## src/rtl/univ_shift_reg_n.sv

```systemverilog
// Universal shift register: load/clear plus multi-step shift, rotate and arithmetic shift.
// Define USR_ROTATE_EN to enable ROL/ROR; otherwise they complete as a NOP.
module univ_shift_reg_n #(
    parameter int WIDTH = 8,
    parameter int CNT_W = 4
) (
    input  logic             clk,
    input  logic             rst,
    input  logic             cmd_valid,
    output logic             cmd_ready,
    input  logic [2:0]       cmd_mode,
    input  logic [CNT_W-1:0] cmd_count,
    input  logic [WIDTH-1:0] pi,
    input  logic             si,
    input  logic             pause,
    output logic [WIDTH-1:0] po,
    output logic             so,
    output logic             busy,
    output logic             done
);

    localparam logic [2:0] M_NOP  = 3'b000;
    localparam logic [2:0] M_SHL  = 3'b001;
    localparam logic [2:0] M_SHR  = 3'b010;
    localparam logic [2:0] M_LOAD = 3'b011;
    localparam logic [2:0] M_ROL  = 3'b100;
    localparam logic [2:0] M_ROR  = 3'b101;
    localparam logic [2:0] M_ASR  = 3'b110;
    localparam logic [2:0] M_CLR  = 3'b111;

`ifdef USR_ROTATE_EN
    localparam bit ROTATE_EN = 1'b1;
`else
    localparam bit ROTATE_EN = 1'b0;
`endif

    typedef enum logic {IDLE, RUN} state_t;

    state_t           state, state_nxt;
    logic [WIDTH-1:0] po_q, po_nxt;
    logic [CNT_W-1:0] cnt, cnt_nxt;
    logic [2:0]       mode_q, mode_nxt;
    logic             dir_left, dir_nxt;
    logic             done_q, done_nxt;
    logic             is_step;

    function automatic logic [WIDTH-1:0] step(input logic [2:0] mode,
                                              input logic [WIDTH-1:0] v,
                                              input logic s);
        case (mode)
            M_SHL:   step = {v[WIDTH-2:0], s};
            M_SHR:   step = {s, v[WIDTH-1:1]};
            M_ROL:   step = {v[WIDTH-2:0], v[WIDTH-1]};
            M_ROR:   step = {v[0], v[WIDTH-1:1]};
            M_ASR:   step = {v[WIDTH-1], v[WIDTH-1:1]};
            default: step = v;
        endcase
    endfunction

    always_ff @(posedge clk) begin
        if (rst) begin
            state    <= IDLE;
            po_q     <= '0;
            cnt      <= '0;
            mode_q   <= M_NOP;
            dir_left <= 1'b0;
            done_q   <= 1'b0;
        end else begin
            state    <= state_nxt;
            po_q     <= po_nxt;
            cnt      <= cnt_nxt;
            mode_q   <= mode_nxt;
            dir_left <= dir_nxt;
            done_q   <= done_nxt;
        end
    end

    // Rotates only count as multi-step modes when the rotate feature is built in.
    assign is_step = (cmd_mode == M_SHL) || (cmd_mode == M_SHR) || (cmd_mode == M_ASR) ||
                     (ROTATE_EN && ((cmd_mode == M_ROL) || (cmd_mode == M_ROR)));

    always_comb begin
        state_nxt = state;
        po_nxt    = po_q;
        cnt_nxt   = cnt;
        mode_nxt  = mode_q;
        dir_nxt   = dir_left;
        done_nxt  = 1'b0;
        case (state)
            IDLE: begin
                if (cmd_valid) begin
                    if (cmd_mode == M_LOAD) begin
                        po_nxt   = pi;
                        done_nxt = 1'b1;
                    end else if (cmd_mode == M_CLR) begin
                        po_nxt   = '0;
                        done_nxt = 1'b1;
                    end else if (is_step) begin
                        dir_nxt = (cmd_mode == M_SHL) || (cmd_mode == M_ROL);
                        if (cmd_count == '0) begin
                            done_nxt = 1'b1;
                        end else begin
                            state_nxt = RUN;
                            cnt_nxt   = cmd_count;
                            mode_nxt  = cmd_mode;
                        end
                    end else begin
                        done_nxt = 1'b1;
                    end
                end
            end
            RUN: begin
                if (!pause) begin
                    po_nxt  = step(mode_q, po_q, si);
                    cnt_nxt = cnt - 1'b1;
                    if (cnt == CNT_W'(1)) begin
                        state_nxt = IDLE;
                        done_nxt  = 1'b1;
                    end
                end
            end
            default: state_nxt = IDLE;
        endcase
    end

    assign po        = po_q;
    assign so        = dir_left ? po_q[WIDTH-1] : po_q[0];
    assign cmd_ready = (state == IDLE);
    assign busy      = (state == RUN);
    assign done      = done_q;

endmodule

```

## config.mk

```make
export PLATFORM = sky130hd
export DESIGN_NAME = univ_shift_reg_n
export DESIGN_NICKNAME = d
export VERILOG_FILES = /design/src/rtl/univ_shift_reg_n.sv
export SDC_FILE = /design/constraint.sdc
export NUM_CORES = 1
export LEC_CHECK = 0
export BUFFER_PORTS_ARGS = -buffer_cell sky130_fd_sc_hd__buf_2
export CORE_ASPECT_RATIO = 1.25
export CORE_MARGIN = 1
export CORE_UTILIZATION = 40
export CTS_BUF_LIST = sky130_fd_sc_hd__clkbuf_4
export DETAILED_ROUTE_END_ITERATION = 12
export PLACE_DENSITY = 0.66
export REMOVE_ABC_BUFFERS = 1
export SETUP_SLACK_MARGIN = 0.5
export SLEW_MARGIN = 20
export SYNTH_ARGS = -nofsm -noshare
export SYNTH_HDL_FRONTEND = slang
export SYNTH_SLANG_ARGS = --single-unit
export TNS_END_PERCENT = 10
```

## constraint.sdc

```tcl
create_clock -name clk -period 1.4 [get_ports clk]
set_clock_uncertainty 0.1 [all_clocks]
set_input_delay 0.07 -clock clk [delete_from_list [all_inputs] [get_ports clk]]
set_output_delay 0.07 -clock clk [all_outputs]
set_load 0.02 [all_outputs]
```

=== Yosys cells after proc, flatten, opt, wreduce, memory -nomap -nowiden ===
Index checks and enable logic that the tools add are counted.

* Input bits: 20
* Output and inout port bits: 12
* Word-level logic and storage cells: 73
* Flip-flop bits (word level): 18

* Add/subtract/negate cells: 1
* Reductions and logical operators: 9
* Bitwise logic cells: 4
* Multiplexer cells: 30
* Eq/ne operators: 22

{| class="wikitable"
|+ Operators with widths
! kind !! number
|-
| one-hot mux 8 bit (5 select lines) || 1
|-
| two-way mux 8 bit || 4
|-
| two-way mux 4 bit || 6
|-
| == test 3 bit (second input constant) || 6
|-
| one-hot mux 8 bit (2 select lines) || 1
|-
| two-way mux 1 bit || 15
|-
| inequality test 2 bit (second input constant) || 6
|-
| AND reduction 6 bit || 2
|-
| AND reduction 5 bit || 2
|-
| == test 3 x 2 -> 1 bit (second input constant) || 3
|-
| one-hot mux 4 bit (2 select lines) || 1
|-
| == test 3 x 1 -> 1 bit (second input constant) || 2
|-
| inequality test 6 x 1 -> 1 bit (second input constant) || 1
|-
| inequality test 5 x 1 -> 1 bit (second input constant) || 1
|-
| == test 4 x 1 -> 1 bit (second input constant) || 1
|-
| logical NOT 4 bit || 1
|-
| inverter 1 bit || 4
|-
| one-hot mux 1 bit (2 select lines) || 2
|-
| AND reduction 4 bit || 1
|-
| subtractor 4 x 1 -> 4 bit (second input constant) || 1
|-
| logical OR 1 bit || 3
|-
| inequality test 3 x 1 -> 1 bit (second input constant) || 1
|-
| inequality test 2 x 1 -> 1 bit (second input constant) || 1
|}

=== Longest topological paths before layout ===
Gate-level depths: netlist (run 1).

* Depth in word-level cells: 8
* Gate-level depth with buffers: 6
* Gate-level depth less buffers: 5

=== Worst setup path after synthesis (run 1) ===
No wires, ideal clock.

* Path type: register to register
* From: register state, in the netlist busy
* To: register po_q[1], in the netlist po[1]
* Path buffers: 2
* Cell stages (with the launch flop): 6
* Clock period less this slack: 1666 ps
* Data arrival time: 1478 ps
* Library setup time: 88 ps
* Required time: 1212 ps
* Slack: -266 ps
* Path through: dfxtp_1 > buf_2 > buf_2 > nand2_1 > mux2_1 > a311oi_2

* Word-level cells in the longest chain between the ends: 3
* Elaborated cells on any way between the ends: 7
* Classes of those cells: eq/ne (4); mux (1); bitwise (1); reduce/logical (1)

{| class="wikitable"
|+ RTL lines
! item !! RTL line !! source
|-
| from (decl) || 39 || <nowiki>state_t state, state_nxt;</nowiki>
|-
| from (signal assigned) || 69 || <nowiki>state <= state_nxt;</nowiki>
|-
| inverter 1 bit || n/a ||
|-
| inequality test 3 x 1 -> 1 bit (no line) / inequality test 2 bit (equally long branches) || n/a ||
|-
| AND reduction 4 bit (no line) || n/a ||
|-
| to (signal assigned) || 70 || <nowiki>po_q <= po_nxt;</nowiki>
|-
| to (decl) || 40 || <nowiki>logic [WIDTH-1:0] po_q, po_nxt;</nowiki>
|}

Several ways; a longest one is shown, not always the timed one.
A chain may end at the register's enable or synchronous reset.

=== Worst setup path in the final report (run 1) ===
* From: register mode_q[1]
* To: register po_q[4], in the netlist po[4]

* Word-level cells in the longest chain between the ends: 4
* Elaborated cells on any way between the ends: 10
* Classes of those cells: eq/ne (6); mux (3); reduce/logical (1)

{| class="wikitable"
|+ RTL lines
! item !! RTL line !! source
|-
| from (decl) || 42 || <nowiki>logic [2:0] mode_q, mode_nxt;</nowiki>
|-
| from (signal assigned) || 72 || <nowiki>mode_q <= mode_nxt;</nowiki>
|-
| == test 3 bit, or another cell as far along || 50 || <nowiki>case (mode)</nowiki>
|-
| one-hot mux 8 bit (5 select lines) || 50 ||
|-
| two-way mux 8 bit || 113 || <nowiki>if (!pause) begin</nowiki>
|-
| one-hot mux 8 bit (2 select lines) || 89 || <nowiki>case (state)</nowiki>
|}

Several ways; a longest one is shown, not always the timed one. The select of a mux whose other input is x is not followed.

==> results of run 1 <==
[stage by stage]
| stage | power [mW] | area, um2 | utilization [%] |
|---|---|---|---|
| after floorplan | 0.802 | 1190 | - |
| after global placement | 0.976 | 1600 | 54.4 |
| after detailed placement | 0.989 | 1600 | 54.4 |
| after CTS | 1.32 | 1810 | 61.5 |
| after global routing | 1.42 | 1860 | 63.3 |
| final | 1.33 | 1860 | 63.3 |
[power groups by stage]
stage               clock (mW)  combinational [mW]  sequential (mW)
global placement             0               0.380            0.596
detailed placement           0               0.390            0.598
CTS                      0.290               0.442            0.590
finish                   0.273               0.464            0.590
floorplan                    0               0.176            0.626
global route             0.319               0.500            0.597
[layer usage]
layer	GRT usage (%)	vias up	wire (um)	share of wire [%]
li1	-	664	-	-
met5	0	-	0	0
met2	45.3	37	1900	56
met4	7.09	0	40	1.2
met1	22.6	624	1380	40
met3	2.14	4	94	2.8
[worst max path at each step]
stage               startpoint     to  depth (start not counted)
global route         mode_q[1]  po[4]                          4
detailed placement        busy  po[2]                          5
finish               mode_q[1]  po[4]                          4
global placement          busy  po[1]                          5
CTS                       busy  po[4]                          5
floorplan                 busy  po[0]                          4
[final cells by class]
cell class	instances	area, um2
clock buffers	3	22.5
clock inverters	1	3.75
fillers	260	1080
inverters	3	13.8
multi-input cells	116	896
flip-flops and latches	18	380
well taps	36	45.0
repair buffers	67	502
[flip-flops by register name (all words and copies together), names as in the netlist]
register / count
po: 8
cnt: 4
mode_q: 3
busy: 1
dir_left: 1
done: 1
[cells in the final DEF, fill, tap and decap left out, types with 4 or more instances in the layout]
| cell type | n |
|---|---|
| buf_2 | 24 |
| nor2_1 | 14 |
| buf_6 | 7 |
| dfxtp_2 | 4 |
| nand2_1 | 21 |
| buf_4 | 27 |
| a21oi_1 | 10 |
| nand2_2 | 4 |
| dfxtp_4 | 4 |
| dlygate4sd3_1 | 8 |
| dfxtp_1 | 10 |
| a311oi_2 | 7 |
[critical path, stage by stage, from the launching register on]
cell,delay (ps)
dfxtp_4,380
nand3b_1,190
nand2_2,150
mux2_2,370
a311oi_2,250
[what timing repair did]
item                                    4_1_cts  5_1_grt
gates resized for setup                      32       17
endpoints found under the hold margin         8        0
endpoints found under the setup margin       30       30
pin swaps                                    12       10
hold buffers                                  8        0
buffers inserted                              1        0
[kinds of logic after synthesis]
| logic type | after synthesis | share of synthesized area, % |
|---|---|---|
| buffers and inverters | 12 | 5.25 |
| AOI/OAI and AO/OA | 38 | 28.1 |
| and+or+nand+nor | 70 | 30.2 |
| muxes | 6 | 5.45 |
| DFF | 18 | 29.1 |
| adders and majority gates | 2 | 2.02 |
==> flow_metrics.env, run 1 <==
export IMPL_start_util_pct=42.1
export IMPL_synth_ff_type="dfxtp_1"
export IMPL_irDropWorstVdd_v=0.000589
export IMPL_htree_levels=1
export IMPL_cp_max_fo=7
export IMPL_rsz0062_at_grt="yes"
export IMPL_synth_cells=146
export IMPL_cts_root_buf="clkbuf_4"
export IMPL_numCtsBuffers=3
export IMPL_rows=22
export IMPL_whs_ps=50.8
export IMPL_p_clk_share_pct=20.6
export IMPL_clk_pin_slew_ps=110
export IMPL_hp_start="cmd_mode[1]"
export IMPL_wl_per_cell_um=14.0
export IMPL_dpl_cell_count=231
export IMPL_grt_util_all_layers_pct=22.4
export IMPL_final_cell_count_no_fill=244
export IMPL_cts_buffer_depth=2
export IMPL_clkSinkCount=18
export IMPL_ant_nets=0
export IMPL_power_switching_share_pct=33.0
export IMPL_grt_start_max_net_pins=19
export IMPL_grt_ovfl_total=0
export IMPL_avgSynthCellArea_um2=8.49
export IMPL_worstReg2RegStart="mode_q[1]"
export IMPL_vias_per_cell=5.45
export IMPL_drv_slew=0
export IMPL_yosys_top_cells_area="dfxtp_1 29%, a311oi_2 8.5%, nand2_1 7.3%, mux2_1 4.5%, nor2_1 4.2%"
export IMPL_max_cap_violations=0
export IMPL_setup_tns_ps=-754
export IMPL_drtIter0Drc=15
export IMPL_dpl_hpwl_um=2450
export IMPL_r2r_end="po[4]"
export IMPL_ios=32
export IMPL_grt_antenna_before_repair=0
export IMPL_setup_viol=8
export IMPL_critPathLaunchType="flip-flop"
export IMPL_power_internal_mw=0.888
export IMPL_postSynth_asyncResetShare_pct=0
export IMPL_synth_commonest_cells="24 x nand2_1, 18 x dfxtp_1, 14 x nor2_1"
export IMPL_die_area_mm2=0.00333
export IMPL_finalCritPeriodShare_pct=109
export IMPL_synth_most_common_cell="nand2_1"
export IMPL_drive_gt1_share_pct=49.5
export IMPL_combinationalPowerShare_pct=35.0
export IMPL_numPortBuffers=31
export IMPL_violations="negative setup slack"
export IMPL_pwr_share_seq_pct=44.5
export IMPL_status="finished with violations"
export IMPL_insertion_delay_ps=300
export IMPL_grt_pass1_wl_um=5630
export IMPL_relSlewSlack_pct=70.8
export IMPL_synth_edf_count=0
export IMPL_hold_path_class="in -> reg"
export IMPL_syn_area_mm2=0.00124
export IMPL_worst_pin_slew_ps=439
export IMPL_place_ws_ps=-227
export IMPL_leakage_nw=0.725
export IMPL_yosys_warnings=0
export IMPL_critPathArrivalTime_ps=1640
export IMPL_drc=0
export IMPL_worstPathRequired_ps=1520
export IMPL_cts_tree="done"
export IMPL_vias=1329
export IMPL_firstDrtPassIters=4
export IMPL_critical_path_class="reg -> reg"
export IMPL_synth_top_cell_area_share_pct=29.1
export IMPL_ff2ff_path_depth=4
export IMPL_die_x_um=51.8
export IMPL_power_switching_mw=0.438
export IMPL_end_kind="flip-flop"
export IMPL_die_h_um=64.3
export IMPL_setup_ws_ps=-121
export IMPL_holdPathStages=3
export IMPL_reg2reg_slack_ps=-120
export IMPL_gp_congestion=0.805
export IMPL_fmaxAchievable_mhz=658
export IMPL_fin_crit_ps=1520
export IMPL_ys_seq_area_share_pct=29.1
export IMPL_areaGrowthSynthToFinish_pct=50.3
export IMPL_hold_viol=0
export IMPL_synth_cell_types=43
export IMPL_power_density_mw_per_mm2=712
export IMPL_min_to="mode_q[0]"
export IMPL_wl_um=3420
export IMPL_grt_pass1_vias=1341
export IMPL_ys_seq_elements=18
export IMPL_nets=231
export IMPL_synth_top_cell_by_area="dfxtp_1"
export IMPL_coreArea_mm2=0.00295
export IMPL_diodes=0
Power figures use the tool's default switching activity.
==> run 2, diff against run 1 <==
--- a/config.mk
+++ b/config.mk
@@ -8,10 +8,10 @@
 export BUFFER_PORTS_ARGS = -buffer_cell sky130_fd_sc_hd__buf_2
 export CORE_ASPECT_RATIO = 1.25
 export CORE_MARGIN = 1
-export CORE_UTILIZATION = 40
+export CORE_UTILIZATION = 45
 export CTS_BUF_LIST = sky130_fd_sc_hd__clkbuf_4
 export DETAILED_ROUTE_END_ITERATION = 12
-export PLACE_DENSITY = 0.66
+export PLACE_DENSITY = 0.72
 export REMOVE_ABC_BUFFERS = 1
 export SETUP_SLACK_MARGIN = 0.5
 export SLEW_MARGIN = 20
==> run 2 against run 1 <==
Effect of this change:
- the flow still finishes with violations (negative setup slack)
- worst hold slack worse by 22 ps
- first-iteration DRC count is 20% higher
- clock power hardly changed
- critical path type unchanged
==> flow_metrics.env, run 2 (synthesis gave the netlist of run 1 again) <==
export IMPL_nets=235
export IMPL_ant_nets=0
export IMPL_cp_slowest_cell="dfxtp_4"
export IMPL_leakage_nw=0.741
export IMPL_wl_um=3440
export IMPL_critical_path_top_delay_family="compound AO/OA/AOI/OAI gates"
export IMPL_hold_viol=0
export IMPL_numCtsBuffers=3
export IMPL_setup_ws_ps=-109
export IMPL_place_ws_ps=-202
export IMPL_htree_levels=1
export IMPL_gp_congestion=0.845
export IMPL_rsz0062_at_grt="yes"
export IMPL_cp_max_fo=14
export IMPL_grt_pass1_wl_um=5400
export IMPL_vias=1337
export IMPL_final_fill_count=187
export IMPL_dpl_cell_count=228
export IMPL_start_util_pct=49.1
export IMPL_path_cells="nand2b_2, a211oi_4, buf_12, nor2_1, a311oi_2"
export IMPL_setup_tns_ps=-938
export IMPL_max_cap_violations=0
export IMPL_critPathArrivalTime_ps=1620
export IMPL_wl_per_cell_um=14.0
export IMPL_cts_root_buf="clkbuf_4"
export IMPL_largest_reg_flops=8
export IMPL_firstDrtPassIters=4
export IMPL_grt_util_all_layers_pct=24.3
export IMPL_placed_cell_area_mm2=0.00160
export IMPL_drc=0
export IMPL_total_power_mw=1.32
export IMPL_grt_antenna_before_repair=0
export IMPL_irDropWorstVdd_v=0.000516
export IMPL_critPathLaunchType="flip-flop"
export IMPL_coreArea_mm2=0.00253
export IMPL_worst_pin_slew_ps=417
export IMPL_dpl_hpwl_um=2490
export IMPL_grt_start_max_net_pins=19
export IMPL_path_buf_inv=1
export IMPL_final_area_mm2=0.00185
export IMPL_finalCritPeriodShare_pct=108
export IMPL_fin_util_pct=73.1
export IMPL_cts_tree="done"
export IMPL_setup_viol=15
export IMPL_violations="negative setup slack"
export IMPL_cts_buffer_depth=2
export IMPL_whs_ps=28.4
export IMPL_die_h_um=60.7
export IMPL_max_stage_delay_ps=410
export IMPL_final_cell_count_no_fill=245
export IMPL_relSlewSlack_pct=72.2
export IMPL_ios=32
export IMPL_die_area_mm2=0.00297
export IMPL_end_kind="flip-flop"
export IMPL_drive_gt1_share_pct=45.3
export IMPL_grt_pass1_vias=1245
export IMPL_status="finished with violations"
export IMPL_layout_commonest_cell="buf_4"
export IMPL_final_cell_mix="32 x buf_4, 25 x buf_2, 23 x nand2_1, 14 x nor2_1, 12 x dfxtp_1"
export IMPL_fmaxAchievable_mhz=662
export IMPL_vias_per_cell=5.46
export IMPL_insertion_delay_ps=290
export IMPL_fin_crit_ps=1510
export IMPL_critical_path_class="reg -> reg"
export IMPL_diodes=0
export IMPL_clkSinkCount=18
export IMPL_rows=20
export IMPL_grt_ovfl_total=0
export IMPL_worstPathRequired_ps=1510
export IMPL_numPortBuffers=31
export IMPL_hold_path_class="in -> reg"
export IMPL_drv_slew=0
export IMPL_areaGrowthSynthToFinish_pct=49.0
export IMPL_drtIter0Drc=18
export IMPL_die_x_um=49.0
export IMPL_power_density_mw_per_mm2=716
export IMPL_clk_pin_slew_ps=110
[run 2: changes by cell type in the layout (fill, tap and decap cells not counted), moves of 2 or more]
cell     previous run  this run
buf_4              27        32
buf_6               7         5
dfxtp_1            10        12
dfxtp_4             4         2
mux2_1              3         5
mux2_2              3         0
nand2_1            21        23
nand2_2             4         2
o21ai_0             1         3
o21ai_2             2         0
[run 2: final cells by class]
class	instances	area, um2	share of cell area [%]
Clock buffer	3	22.5	1.22
Clock inverter	1	3.75	0.203
Inverter	3	13.8	0.745
Multi-Input combinational cell	116	872	47.2
Sequential cell	18	373	20.2
Tap cell	33	41.3	2.23
Timing Repair Buffer	71	522	28.2
[run 2: repair_timing]
| item | CTS | global route |
|---|---|---|
| buffers inserted | 5 | 0 |
| hold buffers | 8 | 0 |
| endpoints found under the hold margin | 8 | 0 |
| endpoints found under the setup margin | 30 | 30 |
| cloned | 0 | 0 |
| resized for setup | 26 | 6 |
| pin swaps | 9 | 2 |
[run 2: layer usage]
layer | GRT usage (%) | wire length [um] | up-vias
li1 | - | - | 670
met1 | 23.7 | 1400 | 627
met2 | 53.2 | 1900 | 38
met3 | 2.51 | 113 | 2
met4 | 7.14 | 19 | 0
met5 | 0 | 0 | -
[run 2: worst min-delay path, cell delays in order]
cell and delay (ps):
buf_2 120, buf_4 140, a211oi_2 50
[run 2: worst paths after layout]
| path | slack [ps] | cells past startpoint | start | end |
|---|---|---|---|---|
| max | -110 | 5 | busy | po[2] |
| min | 30 | 3 | cmd_mode[1] | mode_q[0] |
| max reg2reg | -110 | 5 | busy | po[2] |
| min reg2reg | 380 | 2 | cnt[3] | cnt[3] |
[run 2: report_power, final]
| group | switching [mW] | total [mW] | internal (mW) | leakage (nW) |
|---|---|---|---|---|
| logic | 0.224 | 0.460 | 0.236 | 0.575 |
| clock network | 0.169 | 0.273 | 0.104 | 0.0154 |
| registers | 0.0413 | 0.591 | 0.550 | 0.150 |
| total | 0.434 | 1.32 | 0.890 | 0.741 |
==> run 3, diff against run 2 <==
--- a/config.mk
+++ b/config.mk
@@ -6,7 +6,7 @@
 export NUM_CORES = 1
 export LEC_CHECK = 0
 export BUFFER_PORTS_ARGS = -buffer_cell sky130_fd_sc_hd__buf_2
-export CORE_ASPECT_RATIO = 1.25
+export CORE_ASPECT_RATIO = 1.4
 export CORE_MARGIN = 1
 export CORE_UTILIZATION = 45
 export CTS_BUF_LIST = sky130_fd_sc_hd__clkbuf_4
==> run 3 against run 2 <==
Effect of this change:
- the run ends with negative hold slack, negative setup slack left
- setup slack lost 11 ps
- critical path depth is the same
- via count grew 4.3%
- power grew 1.3%
- global-route usage grew 1.6 points
- maximum frequency shrank 0.75%
- final cell count is the same
- sequential share of layout area shrank 0.28 points
- final area grew 1.8%
- clock-buffer cell count is the same
- combinational power grew 3%
==> flow_metrics.env, run 3 (synthesis gave the netlist of run 1 again) <==
export IMPL_placed_cell_area_mm2=0.00162
export IMPL_rows=22
export IMPL_setup_ws_ps=-121
export IMPL_grt_start_max_net_pins=19
export IMPL_fmaxAchievable_mhz=658
export IMPL_setup_viol=8
export IMPL_largest_reg_flops=8
export IMPL_place_ws_ps=-188
export IMPL_cp_max_fo=12
export IMPL_hold_path_class="in -> reg"
export IMPL_ios=32
export IMPL_final_area_mm2=0.00188
export IMPL_power_switching_share_pct=33.4
export IMPL_power_density_mw_per_mm2=713
export IMPL_vias_per_cell=5.69
export IMPL_areaGrowthSynthToFinish_pct=51.7
export IMPL_grt_pass1_wl_um=5730
export IMPL_cp_slowest_cell="dfxtp_4"
export IMPL_wl_per_cell_um=14.8
export IMPL_combinationalPowerShare_pct=35.5
export IMPL_fin_crit_ps=1520
export IMPL_rsz0062_at_grt="yes"
export IMPL_numPortBuffers=31
export IMPL_grt_util_all_layers_pct=25.9
export IMPL_dpl_cell_count=234
export IMPL_wl_um=3630
export IMPL_worst_pin_slew_ps=433
export IMPL_hold_viol=1
export IMPL_pwr_share_seq_pct=44.1
export IMPL_total_power_mw=1.34
export IMPL_ant_nets=0
export IMPL_final_cell_count_no_fill=245
export IMPL_fin_util_pct=71.9
export IMPL_gp_congestion=0.840
export IMPL_max_cap_violations=0
export IMPL_firstDrtPassIters=4
export IMPL_start_util_pct=47.4
export IMPL_status="finished with violations"
export IMPL_path_buf_inv=2
export IMPL_setup_tns_ps=-671
export IMPL_die_h_um=64.1
export IMPL_cts_root_buf="clkbuf_4"
export IMPL_drc=0
export IMPL_holdPathStages=3
export IMPL_worstPathRequired_ps=1510
export IMPL_p_clk_share_pct=20.3
export IMPL_grt_busiest_layer="met2"
export IMPL_irDropWorstVdd_v=0.000601
export IMPL_power_internal_mw=0.893
export IMPL_end_kind="flip-flop"
export IMPL_whs_ps=-20.6
export IMPL_clk_pin_slew_ps=100
export IMPL_htree_levels=1
export IMPL_grt_antenna_before_repair=0
export IMPL_violations="negative hold slack, negative setup slack"
export IMPL_worst_path_stages=5
export IMPL_critPathLaunchType="flip-flop"
export IMPL_dpl_hpwl_um=2680
export IMPL_critPathArrivalTime_ps=1630
export IMPL_max_stage_delay_ps=390
export IMPL_drive_gt1_share_pct=50.2
export IMPL_drtIter0Drc=29
export IMPL_critical_path_class="reg -> reg"
export IMPL_die_x_um=46.4
export IMPL_leakage_nw=0.761
export IMPL_numCtsBuffers=3
export IMPL_met3_usage_pct=2.82
export IMPL_path_cells="nor4b_4, a211oi_4, buf_12, buf_4, a311oi_2"
export IMPL_grt_pass1_vias=1418
export IMPL_cts_buffer_depth=2
export IMPL_nets=232
export IMPL_insertion_delay_ps=300
export IMPL_drv_slew=0
export IMPL_power_switching_mw=0.447
export IMPL_relSlewSlack_pct=71.1
export IMPL_grt_ovfl_total=0
export IMPL_layout_commonest_cell="buf_4"
export IMPL_vias=1395
export IMPL_cts_tree="done"
export IMPL_use_met1_pct=25.4
export IMPL_finalCritPeriodShare_pct=109
export IMPL_die_area_mm2=0.00297
export IMPL_final_cell_mix="30 x buf_4, 25 x buf_2, 22 x nand2_1, 14 x nor2_1, 11 x dfxtp_1"
export IMPL_postCtsHoldBufs=6
export IMPL_critical_path_top_delay_family="flip-flops"
export IMPL_grtUsageMet2_pct=49.3
export IMPL_coreArea_mm2=0.00262
export IMPL_clkSinkCount=18
export IMPL_diodes=0
export IMPL_ff2ff_path_depth=5
[run 3: changes by cell type in the layout (fill, tap and decap cells not counted), sizes merged]
cell | previous run | this run
buf | 63 | 62
dlygate4sd3 | 8 | 6
[run 3: power groups by stage]
stage | combinational, mW | sequential (mW) | clock, mW
CTS | 0.453 | 0.590 | 0.275
detailed placement | 0.400 | 0.599 | 0
finish | 0.476 | 0.592 | 0.273
global route | 0.511 | 0.596 | 0.294
global placement | 0.386 | 0.597 | 0
floorplan | 0.176 | 0.626 | 0
[run 3: layout make-up]
type	instances	area, um2
Timing Repair Buffer	68	498
Clock inverter	1	3.75
Inverter	3	13.8
Fill cell	195	734
Clock buffer	3	22.5
Sequential cell	18	374
Tap cell	36	45.0
Multi-Input combinational cell	116	923
[run 3: layer usage]
metal	share of wire, %	vias up
li1	-	663
met1	37	666
met2	57	54
met3	3.5	12
met4	3.3	0
met5	0	-
[run 3: final timing paths]
| kind | startpoint | to | slack (ps) |
|---|---|---|---|
| setup reg to reg | mode_q[1] | po[5] | -120 |
| setup / recovery | mode_q[1] | po[5] | -120 |
| hold reg to reg | cnt[3] | cnt[3] | 390 |
| hold / removal | pi[5] | po[5] | -20 |
[run 3: worst reg2reg max path, stage by stage (launching register included)]
cell      delay [ps]
dfxtp_4          390
nor4b_4          360
a211oi_4          70
buf_12           150
buf_4            140
a311oi_2         240
[run 3: what timing repair did]
action,CTS,global route
endpoints found under the setup margin,30,30
endpoints found under the hold margin,7,1
cloned,0,0
resized for setup,34,13
buffers inserted,1,0
pin swaps,8,7
